**config.mk**
```make
export PLATFORM = sky130hd
export DESIGN_NAME = mem_port_arbiter
export DESIGN_NICKNAME = d
export VERILOG_FILES = /design/src/rtl/mem_port_arbiter_pkg.sv /design/src/rtl/mem_arb_timeout.sv /design/src/rtl/mem_port_arbiter.sv
export SDC_FILE = /design/constraint.sdc
export NUM_CORES = 1
export LEC_CHECK = 0
export CORE_ASPECT_RATIO = 1.2
export CORE_MARGIN = 5
export CORE_UTILIZATION = 44
export CTS_CLUSTER_SIZE = 14
export DETAILED_ROUTE_END_ITERATION = 16
export PLACE_DENSITY = 0.85
export SYNTH_ARGS = -nofsm -noshare
export SYNTH_HDL_FRONTEND = slang
export SYNTH_SLANG_ARGS = --single-unit
export TNS_END_PERCENT = 50
```
**constraint.sdc**
```tcl
create_clock -name clk -period 5.59 [get_ports clk]
set_clock_uncertainty 0.2 [all_clocks]
set_input_delay 0.8385 -clock clk [delete_from_list [all_inputs] [get_ports clk]]
set_output_delay 0.8385 -clock clk [all_outputs]
set_load 0.1 [all_outputs]
```
**src/rtl/mem_port_arbiter_pkg.sv**
```systemverilog
// Shared definitions for the IF/DM memory port arbiter: FSM encoding, grant ids
// and the DMType word code used for instruction fetches.
package mem_port_arbiter_pkg;

    typedef enum logic [1:0] {
        IDLE    = 2'd0,
        BUSY_IF = 2'd1,
        BUSY_DM = 2'd2,
        RESP    = 2'd3
    } arb_state_e;

    localparam logic GRANT_IF = 1'b0;
    localparam logic GRANT_DM = 1'b1;

    // DMType control code for a full 32-bit word access
    localparam logic [2:0] DMT_WORD = 3'b000;

endpackage

```
**src/rtl/mem_arb_timeout.sv**
```systemverilog
// Busy-cycle counter for the memory arbiter; flags expiry on the
// TIMEOUT_CYCLES-th busy cycle without an ack. TIMEOUT_CYCLES=0 never expires.
module mem_arb_timeout #(
    parameter int TIMEOUT_CYCLES = 255
) (
    input  logic clk,
    input  logic rst,
    input  logic busy,
    input  logic ack,
    output logic expired
);

    localparam int CW = (TIMEOUT_CYCLES > 0) ? $clog2(TIMEOUT_CYCLES + 1) : 1;

    logic [CW-1:0] cnt_q, cnt_d;

    // Clears whenever the access ends, so the next access always starts at 0
    always_comb begin
        cnt_d = '0;
        if (busy && !ack && !expired) cnt_d = cnt_q + CW'(1);
    end

    always_ff @(posedge clk or negedge rst) begin
        if (!rst) cnt_q <= '0;
        else      cnt_q <= cnt_d;
    end

    generate
        if (TIMEOUT_CYCLES != 0) begin : g_to
            localparam logic [CW-1:0] LAST = CW'(TIMEOUT_CYCLES - 1);
            assign expired = busy && (cnt_q == LAST);
        end else begin : g_no_to
            assign expired = 1'b0;
        end
    endgenerate

endmodule

```
**src/rtl/mem_port_arbiter.sv**
```systemverilog
// Arbitrates a single-ported memory between instruction fetch and data access.
// Define MEM_ARB_ROUND_ROBIN_EN to alternate grants when both sides contend.
module mem_port_arbiter
    import mem_port_arbiter_pkg::*;
#(
    parameter int TIMEOUT_CYCLES = 255,
    parameter int AW             = 32,
    parameter int DW             = 32
) (
    input  logic          clk,
    input  logic          rst,
    input  logic          if_req,
    input  logic [AW-1:0] if_addr,
    output logic [DW-1:0] if_rdata,
    output logic          if_ready,
    input  logic          dm_req,
    input  logic          dm_we,
    input  logic [AW-1:0] dm_addr,
    input  logic [DW-1:0] dm_wdata,
    input  logic [2:0]    dm_type,
    output logic [DW-1:0] dm_rdata,
    output logic          dm_ready,
    output logic          mem_req,
    output logic          mem_we,
    output logic [AW-1:0] mem_addr,
    output logic [DW-1:0] mem_wdata,
    output logic [2:0]    mem_type,
    input  logic          mem_ack,
    input  logic [DW-1:0] mem_rdata,
    output logic          err
);

    arb_state_e    state_q, state_d;
    logic          mem_req_q, mem_req_d;
    logic          mem_we_q, mem_we_d;
    logic [AW-1:0] mem_addr_q, mem_addr_d;
    logic [DW-1:0] mem_wdata_q, mem_wdata_d;
    logic [2:0]    mem_type_q, mem_type_d;
    logic          if_ready_q, if_ready_d;
    logic          dm_ready_q, dm_ready_d;
    logic [DW-1:0] if_rdata_q, if_rdata_d;
    logic [DW-1:0] dm_rdata_q, dm_rdata_d;
    logic          err_q, err_d;
    logic          busy, expired, grant_dm;

    assign busy = (state_q == BUSY_IF) || (state_q == BUSY_DM);

    mem_arb_timeout #(.TIMEOUT_CYCLES(TIMEOUT_CYCLES)) u_timeout (
        .clk     (clk),
        .rst     (rst),
        .busy    (busy),
        .ack     (mem_ack),
        .expired (expired)
    );

`ifdef MEM_ARB_ROUND_ROBIN_EN
    logic last_grant_q, last_grant_d;

    assign grant_dm = dm_req && (!if_req || (last_grant_q == GRANT_IF));

    always_comb begin
        last_grant_d = last_grant_q;
        if (state_q == IDLE && (dm_req || if_req))
            last_grant_d = grant_dm ? GRANT_DM : GRANT_IF;
    end

    always_ff @(posedge clk or negedge rst) begin
        if (!rst) last_grant_q <= GRANT_IF;
        else      last_grant_q <= last_grant_d;
    end
`else
    assign grant_dm = dm_req;
`endif

    always_comb begin
        state_d     = state_q;
        mem_req_d   = mem_req_q;
        mem_we_d    = mem_we_q;
        mem_addr_d  = mem_addr_q;
        mem_wdata_d = mem_wdata_q;
        mem_type_d  = mem_type_q;
        if_rdata_d  = if_rdata_q;
        dm_rdata_d  = dm_rdata_q;
        err_d       = err_q;
        if_ready_d  = 1'b0;
        dm_ready_d  = 1'b0;
        case (state_q)
            IDLE: begin
                if (grant_dm) begin
                    state_d     = BUSY_DM;
                    mem_req_d   = 1'b1;
                    mem_we_d    = dm_we;
                    mem_addr_d  = dm_addr;
                    mem_wdata_d = dm_wdata;
                    mem_type_d  = dm_type;
                end else if (if_req) begin
                    state_d     = BUSY_IF;
                    mem_req_d   = 1'b1;
                    mem_we_d    = 1'b0;
                    mem_addr_d  = if_addr;
                    mem_wdata_d = '0;
                    mem_type_d  = DMT_WORD;
                end
            end
            BUSY_IF, BUSY_DM: begin
                // An ack on the expiry cycle still completes the access normally
                if (mem_ack || expired) begin
                    state_d   = RESP;
                    mem_req_d = 1'b0;
                    err_d     = err_q | !mem_ack;
                    if (state_q == BUSY_IF) begin
                        if_ready_d = 1'b1;
                        if_rdata_d = mem_ack ? mem_rdata : '0;
                    end else begin
                        dm_ready_d = 1'b1;
                        dm_rdata_d = (mem_ack && !mem_we_q) ? mem_rdata : '0;
                    end
                end
            end
            default: state_d = IDLE;
        endcase
    end

    always_ff @(posedge clk or negedge rst) begin
        if (!rst) begin
            state_q     <= IDLE;
            mem_req_q   <= 1'b0;
            mem_we_q    <= 1'b0;
            mem_addr_q  <= '0;
            mem_wdata_q <= '0;
            mem_type_q  <= '0;
            if_rdata_q  <= '0;
            dm_rdata_q  <= '0;
            if_ready_q  <= 1'b0;
            dm_ready_q  <= 1'b0;
            err_q       <= 1'b0;
        end else begin
            state_q     <= state_d;
            mem_req_q   <= mem_req_d;
            mem_we_q    <= mem_we_d;
            mem_addr_q  <= mem_addr_d;
            mem_wdata_q <= mem_wdata_d;
            mem_type_q  <= mem_type_d;
            if_rdata_q  <= if_rdata_d;
            dm_rdata_q  <= dm_rdata_d;
            if_ready_q  <= if_ready_d;
            dm_ready_q  <= dm_ready_d;
            err_q       <= err_d;
        end
    end

    assign mem_req   = mem_req_q;
    assign mem_we    = mem_we_q;
    assign mem_addr  = mem_addr_q;
    assign mem_wdata = mem_wdata_q;
    assign mem_type  = mem_type_q;
    assign if_rdata  = if_rdata_q;
    assign dm_rdata  = dm_rdata_q;
    assign if_ready  = if_ready_q;
    assign dm_ready  = dm_ready_q;
    assign err       = err_q;

endmodule

```
==> impl_metrics.toml <==
[outcome]
status = "finished clean"

[critical_path]
slowest_delay_ps = 1190
critPathMaxFanout = 3
path_cells = "clkdlybuf4s50_1"
crit_required_ps = 4550
crit_type = "register to output port"
crit_buf_inv = 1
arrival_ps = 1990
crit_slowest_cell = "clkdlybuf4s50_1"
crit_family = "buffers and inverters"
start_kind = "register"
cp-end-kind = "output port"

[cts]
clkTransAtPathRegs_ps = 60
clkSinkCount = 146
cts_tree = "done"
insertion_delay_ps = 400
post_cts_buffers = 0
cts_hold_buf = 0
root_buffer = "clkbuf_16"
cts_max_level = 4
clockBufferDepth = 2
cts_buffers = 17
cts_resized = 0

[logic_synthesis]
synth_top_area_share_pct = 63.66
synth-seq-cells = 146
netlist_area_um2 = 5739
synth_largest_area_cell = "dfrtp_1"
syn_nets = 574
avgSynthCellArea_um2 = 13.29
ys_types = 32
ys.warnings.count = 0
synthCells = 432
synth-seq-area-share_pct = 63.66
synth_area_leaders = "dfrtp_1 64%, a22o_1 15%, mux2i_1 5.8%"

[finish]
final_cell_area_um2 = 9071
drive_gt1_share_pct = 6.638
fin_nets = 837
diodes = 0
area_growth_pct = 58.06

[global_routing]
grtUsageTotal_pct = 22.13
grt_pass1_vias = 4869
grt.busiest_layer = "met2"
grt_max_degree = 84
grtUsageMet1_pct = 26.66
overflow = 0
met3_usage_pct = 7.396
grt_first_pass_wirelength_mm = 26.42
met2_usage_pct = 37.24
antenna_found_initial = 0

[route]
vias = 4529
routed_wl_mm = 17.01
detailedRoute.firstIterationViolations = 342
drt-wirelength-per-cell_um = 19.51
route.detailed.drc = 0
vias_per_cell = 5.194
ant_nets = 0
drt_pass1_iterations = 4

[timing]
setup_viol = 0
min_period_ps = 3026
fin_setup_tns_ps = 0
worst_slew_pin_slew_ps = 1264
fmax_ghz = 0.3305
fin_crit_sh_pct = 54.13
hold_viol = 0
maxSlewViolCount = 0
rsz0062_at_grt = "no"
slew_headroom_pct = 15.71

[die]
core_area_um2 = 12720
num_rows = 45
die_x_um = 114.3
start_util_pct = 45.10
ioPinCount = 273
die-area_um2 = 15440
fp.dieH_um = 135.1

[placed_design]
gp_congestion = 0.8384
dpl_cell_area_um2 = 8524
portBuffers = 272
dp_hpwl_mm = 12.41

[worst_hold_path]
hold_path_class = "register to register"

[flow_run]
cap_viol_max_count = 0
-- worst paths after layout --
check	to	cells past startpoint	slack (ps)	start
max	mem_we	1	2560	mem_we
min	err	1	260	err
max reg2reg	if_rdata[29]	4	3020	state_q[0]
min reg2reg	err	1	260	err
max in group asynchronous	if_rdata[0]	2	3640	rst
min in group asynchronous	dm_rdata[24]	1	270	rst
-- logic make-up after synthesis --
group | count (synthesis) | synth area share, %
and+or+nand+nor | 63 | 5.450
xor gates and xnor gates | 6 | 0.9156
adders and majority gates | 5 | 1.090
DFF | 146 | 63.66
AOI/OAI and AO/OA | 139 | 19.12
muxes | 34 | 6.017
buffers and inverters | 39 | 3.750
-- metal layers --
metal / share of wire [%] / wire length [um]
met1: 39 / 6705
met2: 50 / 8554
met3: 8.1 / 1381
met4: 2.2 / 372
met5: 0 / 0
-- area by class of cell --
| cell class | instances | area, um^2 |
|---|---|---|
| Clock inverter | 13 | 103.9 |
| Fill cell | 865 | 3654 |
| Sequential cell | 146 | 3654 |
| Timing Repair Buffer | 277 | 2756 |
| Inverter | 6 | 22.52 |
| Tap cell | 164 | 205.2 |
| Multi-Input combinational cell | 247 | 1887 |
| Clock buffer | 19 | 442.9 |
-- synthesized netlist by cell type, drive strengths merged --
cell type,instances
dfrtp,146
a22o,100
nand2,37
o21ai,34
mux2i,33
buf,25
nor2,11
clkbuf,8
inv,6
ha,5
nand3,5
xor2,5
and3,2
nand4,2
nor2b,2
o21bai,2
a21o,1
a21oi,1
and2,1
and4,1
mux2,1
nand3b,1
nor3,1
o2bb2ai,1
xnor2,1
-- cells in the final DEF (no fill, tap or decap), types with 6 or more instances in the layout --
cell	n
inv_1	6
clkinvlp_4	8
nand2_1	36
mux2i_1	33
clkbuf_16	17
nor2_1	11
dfrtp_1	146
a22o_1	100
o21ai_0	32
clkdlybuf4s50_1	270
-- per-stage QoR --
step / setup slack, ps / utilization, % / cells / hold WS, ps
3_5_place_dp: 2307 / 66.99 / 840 / 256.9
5_1_grt: 2521 / 71.29 / 872 / 309.7
2_1_floorplan: 3563 / - / 432 / 291.0
4_1_cts: 2527 / 71.29 / 872 / 267.5
3_3_place_gp: 2419 / 66.99 / 840 / 241.1
6_report: 2564 / 71.29 / 872 / 261.5
-- state kept, by name (all words and copies together) (netlist names) --
| register | count |
|---|---|
| if_rdata | 32 |
| err | 1 |
| mem_req | 1 |
| mem_type | 3 |
| mem_we | 1 |
| mem_wdata | 32 |
| u_timeout.cnt_q | 8 |
| mem_addr | 32 |
| dm_ready | 1 |
| state_q | 2 |
| dm_rdata | 32 |
| if_ready | 1 |
Power is not shown: default switching activity piles up to over one toggle a cycle in this logic, so the estimate is an artifact.
